===== src/rtl/fetch_pkg.sv =====
// rtl/fetch_pkg.sv - shared widths, types and FSM encoding for the fetch controller
package fetch_pkg;
    localparam int PC_W      = 12;
    localparam int LUT_IDX_W = 4;
    localparam int CYC_W     = 16;
    localparam int LUT_DEPTH = 1 << LUT_IDX_W;

    typedef logic [PC_W-1:0]      pc_t;
    typedef logic [LUT_IDX_W-1:0] lut_idx_t;
    typedef logic [CYC_W-1:0]     cyc_t;

    typedef enum logic [1:0] {IDLE, LOAD, RUN, DONE} fetch_state_t;
endpackage


===== src/rtl/fetch_if.sv =====
// rtl/fetch_if.sv - start/done handshake, decode, LUT write and next-PC bundle
interface fetch_if;
    import fetch_pkg::*;

    logic     start;
    logic     done;
    pc_t      pc_cur;
    pc_t      pc_next;
    logic     branch_en;
    logic     branch_taken;
    lut_idx_t branch_idx;
    logic     halt;
    logic     lut_we;
    lut_idx_t lut_waddr;
    pc_t      lut_wdata;
    cyc_t     cycle_count;

    modport master (
        output start, pc_cur, branch_en, branch_taken, branch_idx, halt,
               lut_we, lut_waddr, lut_wdata,
        input  done, pc_next, cycle_count
    );

    modport slave (
        input  start, pc_cur, branch_en, branch_taken, branch_idx, halt,
               lut_we, lut_waddr, lut_wdata,
        output done, pc_next, cycle_count
    );
endinterface


===== src/rtl/branch_lut.sv =====
// rtl/branch_lut.sv - 16-entry branch target register file, writable only during program load
module branch_lut
    import fetch_pkg::*;
(
    input  logic     clk,
    input  logic     reset,
    input  logic     load,
    input  logic     we,
    input  lut_idx_t waddr,
    input  pc_t      wdata,
    input  lut_idx_t ridx,
    output pc_t      rdata
);
    pc_t entries [LUT_DEPTH];

    always_ff @(posedge clk or negedge reset) begin
        if (!reset) begin
            for (int i = 0; i < LUT_DEPTH; i++) begin
                entries[i] <= '0;
            end
        end else if (load && we) begin
            entries[waddr] <= wdata;
        end
    end

    assign rdata = entries[ridx];
endmodule


===== src/rtl/fetch_ctrl.sv =====
// rtl/fetch_ctrl.sv - program run sequencer, next-PC mux and run-cycle counter
// FETCH_BRANCH_REL_EN: LUT entries become signed PC-relative offsets instead of absolute targets.
module fetch_ctrl
    import fetch_pkg::*;
(
    input  logic   clk,
    input  logic   reset,
    fetch_if.slave bus
);
    fetch_state_t state, state_next;
    logic         done_q;
    cyc_t         cycle_q;
    pc_t          lut_rdata;

    branch_lut u_lut (
        .clk   (clk),
        .reset (reset),
        .load  (state == LOAD),
        .we    (bus.lut_we),
        .waddr (bus.lut_waddr),
        .wdata (bus.lut_wdata),
        .ridx  (bus.branch_idx),
        .rdata (lut_rdata)
    );

    always_ff @(posedge clk or negedge reset) begin
        if (!reset) begin
            state <= IDLE;
        end else begin
            state <= state_next;
        end
    end

    // In RUN a start request aborts the program even if halt arrives on the same cycle.
    always_comb begin
        state_next = state;
        unique case (state)
            IDLE: if (bus.start) state_next = LOAD;
            LOAD: if (!bus.start) state_next = RUN;
            RUN: begin
                if (bus.start)     state_next = LOAD;
                else if (bus.halt) state_next = DONE;
            end
            DONE: if (bus.start) state_next = LOAD;
            default: state_next = IDLE;
        endcase
    end

    always_ff @(posedge clk or negedge reset) begin
        if (!reset) begin
            done_q  <= 1'b0;
            cycle_q <= '0;
        end else begin
            done_q <= (state_next == DONE);
            if (state_next == LOAD) begin
                cycle_q <= '0;
            end else if (state == RUN && cycle_q != '1) begin
                cycle_q <= cycle_q + cyc_t'(1);
            end
        end
    end

    always_comb begin
        bus.pc_next = bus.pc_cur;
        if (state == RUN && !bus.halt) begin
            if (bus.branch_en && bus.branch_taken) begin
`ifdef FETCH_BRANCH_REL_EN
                bus.pc_next = bus.pc_cur + lut_rdata;
`else
                bus.pc_next = lut_rdata;
`endif
            end else begin
                bus.pc_next = bus.pc_cur + pc_t'(1);
            end
        end
    end

    assign bus.done        = done_q;
    assign bus.cycle_count = cycle_q;
endmodule

===== src/flat_wrapper.sv =====
// flat-port wrapper written by rule: the top's interface ports become plain ports
module fetch_ctrl_flat import fetch_pkg::*;
  (clk, reset, bus_start, bus_pc_cur, bus_branch_en, bus_branch_taken, bus_branch_idx, bus_halt, bus_lut_we, bus_lut_waddr, bus_lut_wdata, bus_done, bus_pc_next, bus_cycle_count);
  fetch_if bus_i ();
  input  logic clk;
  input  logic reset;
  input wire logic [$bits(bus_i.start)-1:0] bus_start;
  input wire logic [$bits(bus_i.pc_cur)-1:0] bus_pc_cur;
  input wire logic [$bits(bus_i.branch_en)-1:0] bus_branch_en;
  input wire logic [$bits(bus_i.branch_taken)-1:0] bus_branch_taken;
  input wire logic [$bits(bus_i.branch_idx)-1:0] bus_branch_idx;
  input wire logic [$bits(bus_i.halt)-1:0] bus_halt;
  input wire logic [$bits(bus_i.lut_we)-1:0] bus_lut_we;
  input wire logic [$bits(bus_i.lut_waddr)-1:0] bus_lut_waddr;
  input wire logic [$bits(bus_i.lut_wdata)-1:0] bus_lut_wdata;
  output wire logic [$bits(bus_i.done)-1:0] bus_done;
  output wire logic [$bits(bus_i.pc_next)-1:0] bus_pc_next;
  output wire logic [$bits(bus_i.cycle_count)-1:0] bus_cycle_count;
  assign bus_i.start = bus_start;
  assign bus_i.pc_cur = bus_pc_cur;
  assign bus_i.branch_en = bus_branch_en;
  assign bus_i.branch_taken = bus_branch_taken;
  assign bus_i.branch_idx = bus_branch_idx;
  assign bus_i.halt = bus_halt;
  assign bus_i.lut_we = bus_lut_we;
  assign bus_i.lut_waddr = bus_lut_waddr;
  assign bus_i.lut_wdata = bus_lut_wdata;
  assign bus_done = bus_i.done;
  assign bus_pc_next = bus_i.pc_next;
  assign bus_cycle_count = bus_i.cycle_count;
  fetch_ctrl u_core (.clk(clk), .reset(reset), .bus(bus_i));
endmodule

===== config.mk =====
export PLATFORM = sky130hd
export DESIGN_NAME = fetch_ctrl_flat
export DESIGN_NICKNAME = d
export VERILOG_FILES = /design/src/rtl/fetch_pkg.sv /design/src/rtl/fetch_if.sv /design/src/rtl/branch_lut.sv /design/src/rtl/fetch_ctrl.sv /design/src/flat_wrapper.sv
export SDC_FILE = /design/constraint.sdc
export NUM_CORES = 1
export LEC_CHECK = 0
export ABC_AREA = 1
export BUFFER_PORTS_ARGS = -buffer_cell sky130_fd_sc_hd__buf_2
export CORE_MARGIN = 3
export CORE_UTILIZATION = 30
export DETAILED_ROUTE_END_ITERATION = 8
export GPL_ROUTABILITY_DRIVEN = 0
export SYNTH_ARGS = -nofsm -noshare
export SYNTH_HDL_FRONTEND = slang
export SYNTH_SLANG_ARGS = --single-unit

===== constraint.sdc =====
create_clock -name clk -period 3.9 [get_ports clk]
set_clock_uncertainty 0.2 [all_clocks]
set_input_delay 0 -clock clk [delete_from_list [all_inputs] [get_ports clk]]
set_output_delay 0 -clock clk [all_outputs]
set_load 0.03 [all_outputs]

==> results.yml <==
run_status:
  status: "complete, but fails checks"
  violations: "hold timing"
timing:
  fmax_ghz: 0.3712
  period_needed_ns: 2.694
  setup_tns_ns: 0
  slew_viol_final: 0
  rsz0062_at_grt: "no"
  final-hold-violation-count: 26
  timing.hold.ws_ns: -0.03671
  fin_crit_sh_pct: 69.07
  worst_pin_slew_ns: 1.073
  setup_ws_ns: 1.206
  slew_headroom_pct: 28.39
  setup_viol: 0
logic_synthesis:
  synth_area_leaders: "dfrtp_1, nand2_1, o21ai_0"
  synth_cells: 1465
  synth_cell_types: 35
  syn_avg_cell_area_sq_um: 7.362
  synth.top_cell.area_share_pct: 48.96
  syn-cell-area_sq_um: 10790
  ys_warn_count: 0
  ys_seq_elements: 211
  syn-num-nets: 1509
  yosys.area.top_type: "dfrtp_1"
  yosysSeqAreaShare_pct: 48.96
placed_design:
  placedCellCount: 1914
  pre_cts_slack_ns: 1.535
  placed_cell_area_sq_um: 11440
  port_buffers: 67
  dp_hpwl_mm: 19.34
floorplanning:
  rows: 68
  start_util_pct: 30.84
  die_area_sq_um: 38260
  core_area_sq_um: 34970
  die_x_um: 195.6
  die_h_um: 195.6
  ios: 68
detailed_routing:
  wire_per_inst_um: 15.89
  viasPerCell: 4.854
  num_vias: 9577
  antenna_left: 0
  drt_first_pass_iters: 6
  route.detailed.drc: 0
  wl_mm: 31.36
  drtIter0Drc: 931
critical_path:
  crit_path_end_kind: "output pin"
  reg2regPathDepth: 9
  crit_arrival_ns: 2.49
  required_ns: 3.70
  critPathSlowestCell: "dfrtp_1"
  cp_max_fo: 15
  worst-setup-path-type: "flop to output pin"
  crit_chain: "inv_1 > ha_1 > inv_2 > nor2_1 > buf_4 > inv_2 > a21oi_1 > nand2_1 > nand2_1 > buf_2"
  cp-start-kind: "flop"
  critPathMaxStageDelay_ns: 0.42
grt:
  grt_pass1_wl_mm: 51.01
  antenna_found_initial: 2
  overflow: 0
  grt_max_degree: 114
  grt_pass1_vias: 9183
  track_usage_pct: 16.31
power:
  leakage_nw: 6.067
  pwr_density_cell_nw_per_um2: 643.6
  ir_worst_vdd_mv: 0.5201
  p_total_mw: 7.984
cts:
  clock_path_buffers: 3
  clock-sinks: 211
  tritoncts: "built"
  cts-root-buf: "clkbuf_16"
  path_clk_slew_ns: 0.06
  clk_latency_ns: 0.52
  cts_buffers: 24
  h-tree-depth: 1
finish:
  fin_cells: 1973
  nFillCells: 3626
  drive_gt1_share_pct: 9.289
  multi_input_area_sq_um: 4568
  diodes: 0
  final_nets: 1545
  area_growth_syn_to_layout_pct: 15.01
  regArea_sq_um: 5280
  fin_area_sq_um: 12400
  post-route-util_pct: 35.47
min_path:
  hold_class: "input pin to asynchronous set/reset pin"
run:
  drv_cap: 0
==> state kept, by name, indices dropped and copies added, names as in the netlist <==
| name | cells |
|---|---|
| u_core.state | 2 |
| u_core.bus.cycle_count | 16 |
| u_core.u_lut.entries | 192 |
| u_core.bus.done | 1 |
==> timing repair <==
action	CTS	global route
hold buffers	16	0
endpoints found under the hold margin	310	0
buffers inserted	0	0
resized for setup	0	0
==> cells in the mapped netlist <==
cell / count
nand4_1: 10
o21ai_1: 16
nor2_1: 87
nand3_1: 139
inv_2: 6
nor4_1: 1
a21oi_2: 2
dfrtp_1: 211
a31oi_1: 1
nor2_4: 4
o21bai_1: 1
nor2_8: 1
nor3_2: 3
xnor2_1: 3
xor2_1: 6
buf_6: 1
buf_1: 2
buf_2: 21
a21oi_1: 16
inv_1: 146
o21ai_0: 208
nand3b_1: 1
o22ai_1: 1
nand2_2: 3
clkinv_1: 1
o211ai_1: 5
o21ai_2: 6
nand2_1: 489
ha_1: 5
buf_4: 3
clkbuf_1: 56
nor3_1: 7
a21o_1: 1
inv_4: 1
a21boi_0: 1
==> where the power goes <==
group / internal (mW) / switching, mW
Clock: 1.37 / 0.913
Combinational: 0.796 / 1.33
Sequential: 3.10 / 0.484
Total: 5.26 / 2.72
==> worst paths after layout <==
kind                                      startpoint                        end  slack [ns]
max in group asynchronous                      reset  u_core.u_lut.entries[100]        2.59
hold / removal                                 reset  u_core.u_lut.entries[109]       -0.04
setup / recovery                     u_core.state[0]             bus_pc_next[5]        1.21
setup reg to reg                     u_core.state[0]  u_core.bus.cycle_count[2]        1.38
min in group clk                    bus_lut_waddr[0]  u_core.u_lut.entries[190]        0.19
hold reg to reg            u_core.u_lut.entries[102]  u_core.u_lut.entries[102]        0.28
==> logic make-up after synthesis <==
logic type | after synthesis | synth area share [%]
adder cells (fa/ha/maj) | 5 | 0.5800
AO/OA/AOI/OAI | 258 | 12.46
buffers and inverters | 237 | 8.689
XOR/XNOR | 9 | 0.7309
flip-flops | 211 | 48.96
AND/OR/NAND/NOR | 745 | 28.58
==> worst max-delay path, delay by kind of cell, from the launching register on <==
kind	cells	cell delay, ns
adder cells (fa/ha/maj)	1	0.29
AO/OA/AOI/OAI	1	0.23
flip-flops	1	0.42
buffers and inverters	5	0.74
AND/OR/NAND/NOR	3	0.29
==> cell type report <==
type / instances / area share (%)
Sequential cell: 211 / 42.57
Multi-Input combinational cell: 1017 / 36.83
Clock buffer: 37 / 5.971
Timing Repair Buffer: 93 / 4.892
Inverter: 154 / 4.680
Tap cell: 455 / 4.589
Clock inverter: 6 / 0.4741
==> routing by layer <==
metal	global-route usage, %	vias to the layer above	part of all wire [%]
met1	22.49	4530	45
met4	4.806	4	2.7
met5	0	-	0.067
met3	2.467	60	5.8
li1	-	4718	-
met2	26.62	265	46
==> layout by cell type, fill, tap and decap left out, drive strengths merged, types with 10 or more instances in the layout <==
| master | synthesis | layout |
|---|---|---|
| buf | 27 | 76 |
| nor2 | 92 | 92 |
| dfrtp | 211 | 211 |
| nand4 | 10 | 10 |
| nand2 | 492 | 492 |
| o21ai | 230 | 230 |
| dlygate4sd3 | 0 | 16 |
| nand3 | 139 | 139 |
| clkbuf | 56 | 38 |
| a21oi | 18 | 18 |
| nor3 | 10 | 10 |
| inv | 153 | 153 |
(Power assumes the default switching activity.)
